File: src/rtl/pidmc_pkg.sv
// Shared types, default datapath widths and the saturation helper for pid_multi.
// PIDMC_DERIV_EN (defined elsewhere) enables the derivative path in the top module.
package pidmc_pkg;

    typedef enum logic [2:0] {
        S_IDLE,
        S_ERR,
        S_PROD,
        S_ACC,
        S_DONE
    } state_t;

    // Widths for the default build (DATA_W=16, GAIN_W=16); the top derives the same from its parameters
    localparam int DATA_W_DEF = 16;
    localparam int GAIN_W_DEF = 16;
    localparam int ERR_W      = DATA_W_DEF + 1;
    localparam int INT_W      = ERR_W + 1;
    localparam int PROD_W     = INT_W + GAIN_W_DEF + 1;
    localparam int SUM_W      = PROD_W + 2;

    function automatic logic signed [63:0] sat_signed(
        input logic signed [63:0] value,
        input logic signed [63:0] lo,
        input logic signed [63:0] hi
    );
        logic signed [63:0] r;
        r = value;
        if (value < lo) begin
            r = lo;
        end else if (value > hi) begin
            r = hi;
        end
        return r;
    endfunction

endpackage

File: src/rtl/pidmc_sat.sv
// Parametrised signed clamp of val_i into [lo_i, hi_i]; used for the integrator and the output.
module pidmc_sat
    import pidmc_pkg::*;
#(
    parameter int W = 16
) (
    input  logic signed [W-1:0] val_i,
    input  logic signed [W-1:0] lo_i,
    input  logic signed [W-1:0] hi_i,
    output logic signed [W-1:0] val_o
);

    assign val_o = W'(sat_signed(64'(val_i), 64'(lo_i), 64'(hi_i)));

endmodule

File: src/rtl/pid_multi.sv
// Time-multiplexed multi-channel PID controller sharing one multiply/accumulate datapath.
// Macro PIDMC_DERIV_EN builds the derivative path (eprev storage and kd multiply).
module pid_multi #(
    parameter int N_CH    = 4,
    parameter int DATA_W  = 16,
    parameter int GAIN_W  = 16,
    parameter int FRAC_W  = 8,
    parameter int INT_LIM = 4096,
    parameter int MOT_MAX = (1 << (DATA_W - 1)) - 1
) (
    input  logic                     clk,
    input  logic                     reset,
    input  logic                     start,
    input  logic                     clr,
    input  logic [GAIN_W-1:0]        kp,
    input  logic [GAIN_W-1:0]        ki,
    input  logic [GAIN_W-1:0]        kd,
    input  logic signed [DATA_W-1:0] rpm_set   [N_CH],
    input  logic signed [DATA_W-1:0] rpm_sense [N_CH],
    output logic signed [DATA_W-1:0] mot_set   [N_CH],
    output logic                     busy,
    output logic                     done
);
    import pidmc_pkg::*;

    localparam int E_W  = DATA_W + 1;
    localparam int I_W  = E_W + 1;
    localparam int P_W  = I_W + GAIN_W + 1;
    localparam int S_W  = P_W + 2;
    localparam int CH_W = (N_CH > 1) ? $clog2(N_CH) : 1;

    localparam logic signed [I_W:0]   I_HI = (I_W + 1)'(INT_LIM);
    localparam logic signed [I_W:0]   I_LO = -I_HI;
    localparam logic signed [S_W-1:0] S_HI = S_W'(MOT_MAX);
    localparam logic signed [S_W-1:0] S_LO = '0;

    state_t                    state_q, state_d;
    logic [CH_W-1:0]           ch_q, ch_d;
    logic                      busy_q, busy_d;
    logic                      done_q, done_d;
    logic [GAIN_W-1:0]         kp_q, kp_d;
    logic [GAIN_W-1:0]         ki_q, ki_d;
    logic signed [DATA_W-1:0]  set_q [N_CH];
    logic signed [DATA_W-1:0]  set_d [N_CH];
    logic signed [DATA_W-1:0]  sense_q [N_CH];
    logic signed [DATA_W-1:0]  sense_d [N_CH];
    logic signed [I_W-1:0]     integ_q [N_CH];
    logic signed [I_W-1:0]     integ_d [N_CH];
    logic signed [DATA_W-1:0]  mot_q [N_CH];
    logic signed [DATA_W-1:0]  mot_d [N_CH];
    logic signed [E_W-1:0]     e_q, e_d;
    logic signed [I_W-1:0]     inext_q, inext_d;
    logic signed [P_W-1:0]     p_q, p_d;
    logic signed [P_W-1:0]     i_q, i_d;
    logic signed [P_W-1:0]     dt_val;

    logic signed [E_W-1:0]     e_calc;
    logic signed [I_W:0]       isum;
    logic signed [I_W:0]       isat;
    logic signed [S_W-1:0]     acc_sum;
    logic signed [S_W-1:0]     acc_shift;
    logic signed [S_W-1:0]     osat;

`ifdef PIDMC_DERIV_EN
    logic [GAIN_W-1:0]         kd_q, kd_d;
    logic signed [E_W-1:0]     eprev_q [N_CH];
    logic signed [E_W-1:0]     eprev_d [N_CH];
    logic signed [I_W-1:0]     dlt_q, dlt_d;
    logic signed [I_W-1:0]     dlt_calc;
    logic signed [P_W-1:0]     dt_q, dt_d;

    assign dlt_calc = I_W'(e_calc) - I_W'(eprev_q[ch_q]);
    assign dt_val   = dt_q;
`else
    logic unused_kd;

    assign unused_kd = ^kd;
    assign dt_val    = '0;
`endif

    assign e_calc    = E_W'(set_q[ch_q]) - E_W'(sense_q[ch_q]);
    assign isum      = (I_W + 1)'(integ_q[ch_q]) + (I_W + 1)'(e_calc);
    assign acc_sum   = S_W'(p_q) + S_W'(i_q) + S_W'(dt_val);
    assign acc_shift = acc_sum >>> FRAC_W;

    pidmc_sat #(.W(I_W + 1)) u_int_sat (
        .val_i (isum),
        .lo_i  (I_LO),
        .hi_i  (I_HI),
        .val_o (isat)
    );

    pidmc_sat #(.W(S_W)) u_out_sat (
        .val_i (acc_shift),
        .lo_i  (S_LO),
        .hi_i  (S_HI),
        .val_o (osat)
    );

    always_comb begin
        state_d = state_q;
        ch_d    = ch_q;
        busy_d  = busy_q;
        done_d  = 1'b0;
        kp_d    = kp_q;
        ki_d    = ki_q;
        set_d   = set_q;
        sense_d = sense_q;
        integ_d = integ_q;
        mot_d   = mot_q;
        e_d     = e_q;
        inext_d = inext_q;
        p_d     = p_q;
        i_d     = i_q;
`ifdef PIDMC_DERIV_EN
        kd_d    = kd_q;
        eprev_d = eprev_q;
        dlt_d   = dlt_q;
        dt_d    = dt_q;
`endif
        case (state_q)
            S_IDLE: begin
                // Clear lands in the same edge as a start, so the new pass sees zeroed state
                if (clr) begin
                    for (int i = 0; i < N_CH; i++) begin
                        integ_d[i] = '0;
`ifdef PIDMC_DERIV_EN
                        eprev_d[i] = '0;
`endif
                    end
                end
                if (start) begin
                    kp_d    = kp;
                    ki_d    = ki;
`ifdef PIDMC_DERIV_EN
                    kd_d    = kd;
`endif
                    set_d   = rpm_set;
                    sense_d = rpm_sense;
                    ch_d    = '0;
                    busy_d  = 1'b1;
                    state_d = S_ERR;
                end
            end
            S_ERR: begin
                e_d     = e_calc;
                inext_d = I_W'(isat);
`ifdef PIDMC_DERIV_EN
                dlt_d   = dlt_calc;
`endif
                state_d = S_PROD;
            end
            S_PROD: begin
                p_d     = P_W'(e_q) * P_W'($signed({1'b0, kp_q}));
                i_d     = P_W'(inext_q) * P_W'($signed({1'b0, ki_q}));
`ifdef PIDMC_DERIV_EN
                dt_d    = P_W'(dlt_q) * P_W'($signed({1'b0, kd_q}));
`endif
                state_d = S_ACC;
            end
            S_ACC: begin
                mot_d[ch_q]   = DATA_W'(osat);
                integ_d[ch_q] = inext_q;
`ifdef PIDMC_DERIV_EN
                eprev_d[ch_q] = e_q;
`endif
                if (ch_q == CH_W'(N_CH - 1)) begin
                    done_d  = 1'b1;
                    state_d = S_DONE;
                end else begin
                    ch_d    = ch_q + CH_W'(1);
                    state_d = S_ERR;
                end
            end
            S_DONE: begin
                busy_d  = 1'b0;
                state_d = S_IDLE;
            end
            default: begin
                busy_d  = 1'b0;
                state_d = S_IDLE;
            end
        endcase
    end

    always_ff @(posedge clk or posedge reset) begin
        if (reset) begin
            state_q <= S_IDLE;
            ch_q    <= '0;
            busy_q  <= 1'b0;
            done_q  <= 1'b0;
            kp_q    <= '0;
            ki_q    <= '0;
            e_q     <= '0;
            inext_q <= '0;
            p_q     <= '0;
            i_q     <= '0;
            for (int i = 0; i < N_CH; i++) begin
                set_q[i]   <= '0;
                sense_q[i] <= '0;
                integ_q[i] <= '0;
                mot_q[i]   <= '0;
`ifdef PIDMC_DERIV_EN
                eprev_q[i] <= '0;
`endif
            end
`ifdef PIDMC_DERIV_EN
            kd_q    <= '0;
            dlt_q   <= '0;
            dt_q    <= '0;
`endif
        end else begin
            state_q <= state_d;
            ch_q    <= ch_d;
            busy_q  <= busy_d;
            done_q  <= done_d;
            kp_q    <= kp_d;
            ki_q    <= ki_d;
            e_q     <= e_d;
            inext_q <= inext_d;
            p_q     <= p_d;
            i_q     <= i_d;
            set_q   <= set_d;
            sense_q <= sense_d;
            integ_q <= integ_d;
            mot_q   <= mot_d;
`ifdef PIDMC_DERIV_EN
            kd_q    <= kd_d;
            eprev_q <= eprev_d;
            dlt_q   <= dlt_d;
            dt_q    <= dt_d;
`endif
        end
    end

    assign mot_set = mot_q;
    assign busy    = busy_q;
    assign done    = done_q;

endmodule

File: config.mk
export PLATFORM = sky130hd
export DESIGN_NAME = pid_multi
export DESIGN_NICKNAME = d
export VERILOG_FILES = /design/src/rtl/pidmc_pkg.sv /design/src/rtl/pidmc_sat.sv /design/src/rtl/pid_multi.sv
export SDC_FILE = /design/constraint.sdc
export NUM_CORES = 2
export LEC_CHECK = 0
export BUFFER_PORTS_ARGS = -buffer_cell sky130_fd_sc_hd__buf_2
export CAP_MARGIN = 40
export CELL_PAD_IN_SITES_DETAIL_PLACEMENT = 0
export CELL_PAD_IN_SITES_GLOBAL_PLACEMENT = 1
export CORE_UTILIZATION = 51
export CTS_BUF_LIST = sky130_fd_sc_hd__clkbuf_8
export DETAILED_ROUTE_END_ITERATION = 10
export PLACE_DENSITY = 0.88
export SYNTH_ARGS = -nofsm -noshare
export SYNTH_HDL_FRONTEND = slang
export SYNTH_SLANG_ARGS = --single-unit
File: constraint.sdc
create_clock -name clk -period 17 [get_ports clk]
set_input_delay 0.85 -clock clk [delete_from_list [all_inputs] [get_ports clk]]
set_output_delay 0.85 -clock clk [all_outputs]
set_load 0.005 [all_outputs]
# After elaboration in Yosys (flattened, before gate mapping)
# Cells that the tools add are included.
# W data, S select, Z words.
# totals
reg_bits	407
input_bits	180
out_inout_bits	66
# classes
n_mux	31
n_reduce_logical	8
n_addsub	4
n_mul	2
order_cmp	6
bitwise_logic	2
n_eq_ne	7
# ops
cell	count
$pmux W72 S2	1
$mux W16	7
$mux W18	5
$bwmux W72	1
$mux W72	1
$bmux W16 S2	2
$bwmux W64	1
$add A34 B35 Y36	1
$bmux W18 S2	1
$demux W18 S2	1
$mul A18 B17 Y35	1
$mul A17 B17 Y34	1
$demux W16 S2	1
$gt A28 B16 Y1 const B	1
$lt A28 B1 Y1 const B	1
$add A18 B17 Y19	1
$gt A19 B14 Y1 const B	1
$lt A19 B13 Y1 const B	1
$sub A16 B16 Y17	1
$pmux W3 S4	1
$eq A3 B2 Y1 const B	2
$mux W3	2
$ne A2 B2 Y1 const B	3
$reduce_and A2 Y1	3
other kinds (16)	19

# Longest topological paths before layout
# logic_depth
word_depth	9
depth_mapped	27
mapped_depth_nobuf	24

# Modules after synthesis
# Synthesis repeated with hierarchy kept, for this count alone.
# hier_totals
hier_cells	4742
area_unflattened_um2	44996.9
# modules_own_cells
mod	n_inst	cells_per_inst	area_each_um2
pid_multi	1	4184	40722.8
pidmc_sat (u_out_sat)	1	341	2768.9
pidmc_sat (u_int_sat)	1	217	1505.2

# Worst setup path after synthesis
# Ideal clock, no wire load.
# synth_timing
path_type	reg2reg
startpoint	register kp_q[8]
endpoint	register, netlist name p_q[33]
synth_period_minus_slack_ns	6.704
path_stages_with_launch	25
t_required_ns	16.866
t_arrival_ns	6.570
slack_ns	10.296
cell_sequence	dfrtp_1 clkbuf_1 clkbuf_1 nand2_1 fa_1 inv_1 fa_1 inv_1 fa_1 inv_1 fa_1 fa_1 inv_1 fa_1 inv_1 ha_1 nor2b_1 a311o_1 a221oi_1 o21ai_0 a41o_1 o41ai_1 o21ai_0 xnor2_1 o21ai_0
# synth_between
elab_chain_len	1
# synth_lines
element	line	rtl
from (decl)	pid_multi.sv:41	logic [GAIN_W-1:0] kp_q, kp_d;
from (signal assigned)	pid_multi.sv:217	kp_q <= kp_d;
$mul A17 B17 Y34	pid_multi.sv:154	p_d = P_W'(e_q) * P_W'($signed({1'b0, kp_q}));
# Every way passes these cells.
# A chain may end at the register's enable or synchronous reset.

# Worst setup path in the final report
# layout_timing
startpoint	register ch_q[0]
endpoint	register inext_q[10]
# layout_between
elab_chain_len	9
word_cells_on_any_way	16
# layout_lines
element	line	rtl
from (decl)	pid_multi.sv:38	logic [CH_W-1:0] ch_q, ch_d;
from (signal assigned)	pid_multi.sv:214	ch_q <= ch_d;
$not A2 Y3 (not written as such) *	pid_multi.sv:81	assign e_calc = E_W'(set_q[ch_q]) - E_W'(sense_q[ch_q]);
$bmux W16 S2	pid_multi.sv:81	
$mux W16 (not written as such) (2 in a row)	pid_multi.sv:81	
$sub A16 B16 Y17 *	pid_multi.sv:81	
net e_calc[10]	pid_multi.sv:57	logic signed [E_W-1:0] e_calc;
$add A18 B17 Y19 *	pid_multi.sv:82	assign isum = (I_W + 1)'(integ_q[ch_q]) + (I_W + 1)'(e_calc);
$gt A19 B14 Y1	pidmc_pkg.sv:30	end else if (value > hi) begin
$mux W18	pidmc_pkg.sv:30	
$mux W18 *	pidmc_pkg.sv:28	if (value < lo) begin
to (signal assigned)	pid_multi.sv:220	inext_q <= inext_d;
to (decl)	pid_multi.sv:52	logic signed [I_W-1:0] inext_q, inext_d;
# Mark *: on every way through the listed nets, which the timed path passes. The rest lies on a longest branch. The select of a mux whose other input is x is not followed.

==> flow_metrics.tcl <==
set metrics [dict create \
    numCtsBuffers 76 \
    drtPass1Iterations 7 \
    rsz0062_at_grt "no" \
    clockBufferDepth 3 \
    track_usage_pct 25.8 \
    yosys_register_bits 407 \
    drtIter0Drc 2015 \
    grt_max_degree 153 \
    drive_gt1_share_pct 14.9 \
    yosysUniqueCellTypes 81 \
    yosysWarningCount 0 \
    grt-busiest-layer "met2" \
    fin_nets 5290 \
    core_sq_um 79500 \
    grt_pass1_vias 31800 \
    hold_buffers 0 \
    route.detailed.drc 0 \
    wirelength_mm 100 \
    io_pins 246 \
    met3_usage_pct 3.66 \
    status "finished, final reports clean" \
    multi_input_comb_area_sq_um 27600 \
    final.min_clock_period_ns 7.87 \
    fillerInstances 6827 \
    setup_viol 0 \
    critPathKind "reg2reg" \
    hold_class "in2async" \
    use_met2_pct 43.1 \
    finalMaxSlewViolations 0 \
    grt_antenna_before_repair 8 \
    fin_worst_skew_ns 0.0542 \
    drv_cap 0 \
    final_cell_mix "inv_1 (737), fa_1 (574), nand2_1 (520)" \
    register_area_sq_um 10200 \
    grt_pass1_wl_mm 168 \
    grt-ovfl-total 0 \
    cts_tree "done" \
    vias 29600 \
    ant_nets 0 \
    viasPerCell 5.48 \
    ys_dominant_reg_cell "dfrtp_1" \
    use_met1_pct 34.6 \
    worst_pin_slew_ns 0.964 \
    start_util_pct 51.9 \
    synth_edf_count 0 \
    clkSlewWorstSetupHoldPaths_ns 0.06 \
    clock_sinks 407 \
    cts_resized 0 \
    finalCritPeriodShare_pct 46.3 \
    die_area_sq_um 82000 \
    gp_congestion 0.886 \
    syn2layout_area_growth_pct 9.53 \
    cts_root_buffer "clkbuf_8" \
    seq_area_frac_synth_pct 24.7 \
    synth_area_sq_um 41300 \
    async_reset_ff_share_pct 100 \
    finalHoldViolCount 0 \
    hpwlAfterDp_mm 77.1 \
    syn_inst 4142 \
    layout_commonest_cell "inv_1" \
    critPathArrivalTime_ns 8.41 \
    syn_area_per_cell_sq_um 9.96 \
    port-buffer-count 229 \
    dieWidth_um 286 \
    cp.required_ns 17.54 \
    cp-start-kind "flop" \
    cts_setup_buffers 0 \
    rows 103 \
    maxClockFrequency_ghz 0.127 \
    wl_per_cell_um 18.6 \
    clock_latency_ns 0.70 \
    relSlewSlack_pct 35.7 \
    synth_nets 5143 \
    dieHeight_um 286 \
    cp-end-kind "flop" \
    final.setup.tns_ns 0 \
    cts-htree-levels 3 \
    worst-path-max-fanout 32 \
]
-- worst paths after layout --
| kind | to | from | depth (start not counted) | slack [ns] |
|---|---|---|---|---|
| min in group clk | sense_q[21]$_DFFE_PP0P_ | rpm_sense[21] | 2 | 0.39 |
| worst min register to register | mot_set[15]$_DFFE_PP0P_ | mot_set[15]$_DFFE_PP0P_ | 1 | 0.48 |
| worst max register to register | inext_q[10]$_DFFE_PP0P_ | ch_q[0]$_DFFE_PP0P_ | 21 | 9.13 |
| worst max-delay path | inext_q[10]$_DFFE_PP0P_ | ch_q[0]$_DFFE_PP0P_ | 21 | 9.13 |
| worst min-delay path | kp_q[12]$_DFFE_PP0P_ | reset | 2 | 0.11 |
| max in group asynchronous | ch_q[0]$_DFFE_PP0P_ | reset | 4 | 14.92 |
-- area by class of cell --
type	instances	share of cell area (%)
Antenna cell	7	0.0388
Clock buffer	98	2.99
Timing Repair Buffer	271	3.66
Multi-Input combinational cell	2807	61.0
Tap cell	1050	2.91
Sequential cell	407	22.6
Clock inverter	38	0.778
Inverter	726	6.05
-- per-stage QoR --
| stage | hold slack (ns) | setup slack (ns) | instances | utilization (%) | area, sq um |
|---|---|---|---|---|---|
| 2_1_floorplan | 0.439 | 4.83 | 4142 | - | 41300 |
| 3_3_place_gp | 0.459 | 9.38 | 5249 | 54.3 | 43200 |
| 3_5_place_dp | 0.467 | 9.30 | 5261 | 54.7 | 43500 |
| 4_1_cts | 0.0520 | 9.24 | 5397 | 56.8 | 45200 |
| 5_1_grt | 0.0903 | 8.75 | 5404 | 56.8 | 45200 |
| 6_report | 0.107 | 9.13 | 5404 | 56.8 | 45200 |
-- metal layers --
metal	wire length [um]	vias up
met5	0	-
met4	3290	0
met1	42500	15100
met3	5150	187
li1	-	13500
met2	49400	774
-- cells in the mapped netlist (40+ instances only) --
cell,count,share of area [%]
xnor2_1,61,1.3
nand2_1,521,4.7
ha_1,247,7.5
dfrtp_1,407,25
a22o_1,73,1.5
o21ai_0,150,1.8
inv_1,725,6.6
mux2_2,164,4.5
fa_1,574,28
and2_1,265,4.0
a21o_1,50,0.91
clkbuf_1,183,1.7
nor2_1,134,1.2
mux4_2,50,2.7
xor2_1,40,0.85
a21oi_1,132,1.6
-- critical path: stages (launching register included) --
cell and delay (ns):
dfrtp_4 0.74, buf_4 0.65, mux4_2 0.60, ha_1 0.27, fa_1 0.49, nand2b_1 0.21
a21oi_1 0.20, o21ai_0 0.11, nand2b_1 0.13, a21o_1 0.14, a21o_1 0.15, a21o_1 0.12
a21oi_1 0.08, xnor2_1 0.38, ha_1 0.40, nor2b_1 0.17, and4_1 0.19, or4_4 0.55
or4_1 0.56, a221oi_1 0.36, nand4_1 0.68, o221ai_1 0.46
-- kinds of logic (layout without fill, tap and decap cells) --
kind of cell / after synthesis / after routing / share of synthesized area (%)
AND/OR/NAND/NOR: 1089 / 1089 / 12.5
buffers and inverters: 928 / 1133 / 8.53
adder cells (fa/ha/maj): 821 / 821 / 35.3
AO/OA/AOI/OAI: 579 / 579 / 9.48
flip-flops: 407 / 407 / 24.7
multiplexers: 217 / 217 / 7.28
XOR/XNOR: 101 / 101 / 2.14
other: 0 / 7 / 0
-- flip-flops by register name, summed over array words and instances (netlist names), 2 cells and up --
signal,cells
set_q,64
i_q,35
sense_q,64
state_q,3
e_q,17
p_q,34
ch_q,2
kp_q,16
integ_q,72
mot_set,64
inext_q,18
ki_q,16
Power is not shown: default switching activity piles up to over one toggle a cycle in this logic, so the estimate is an artifact.
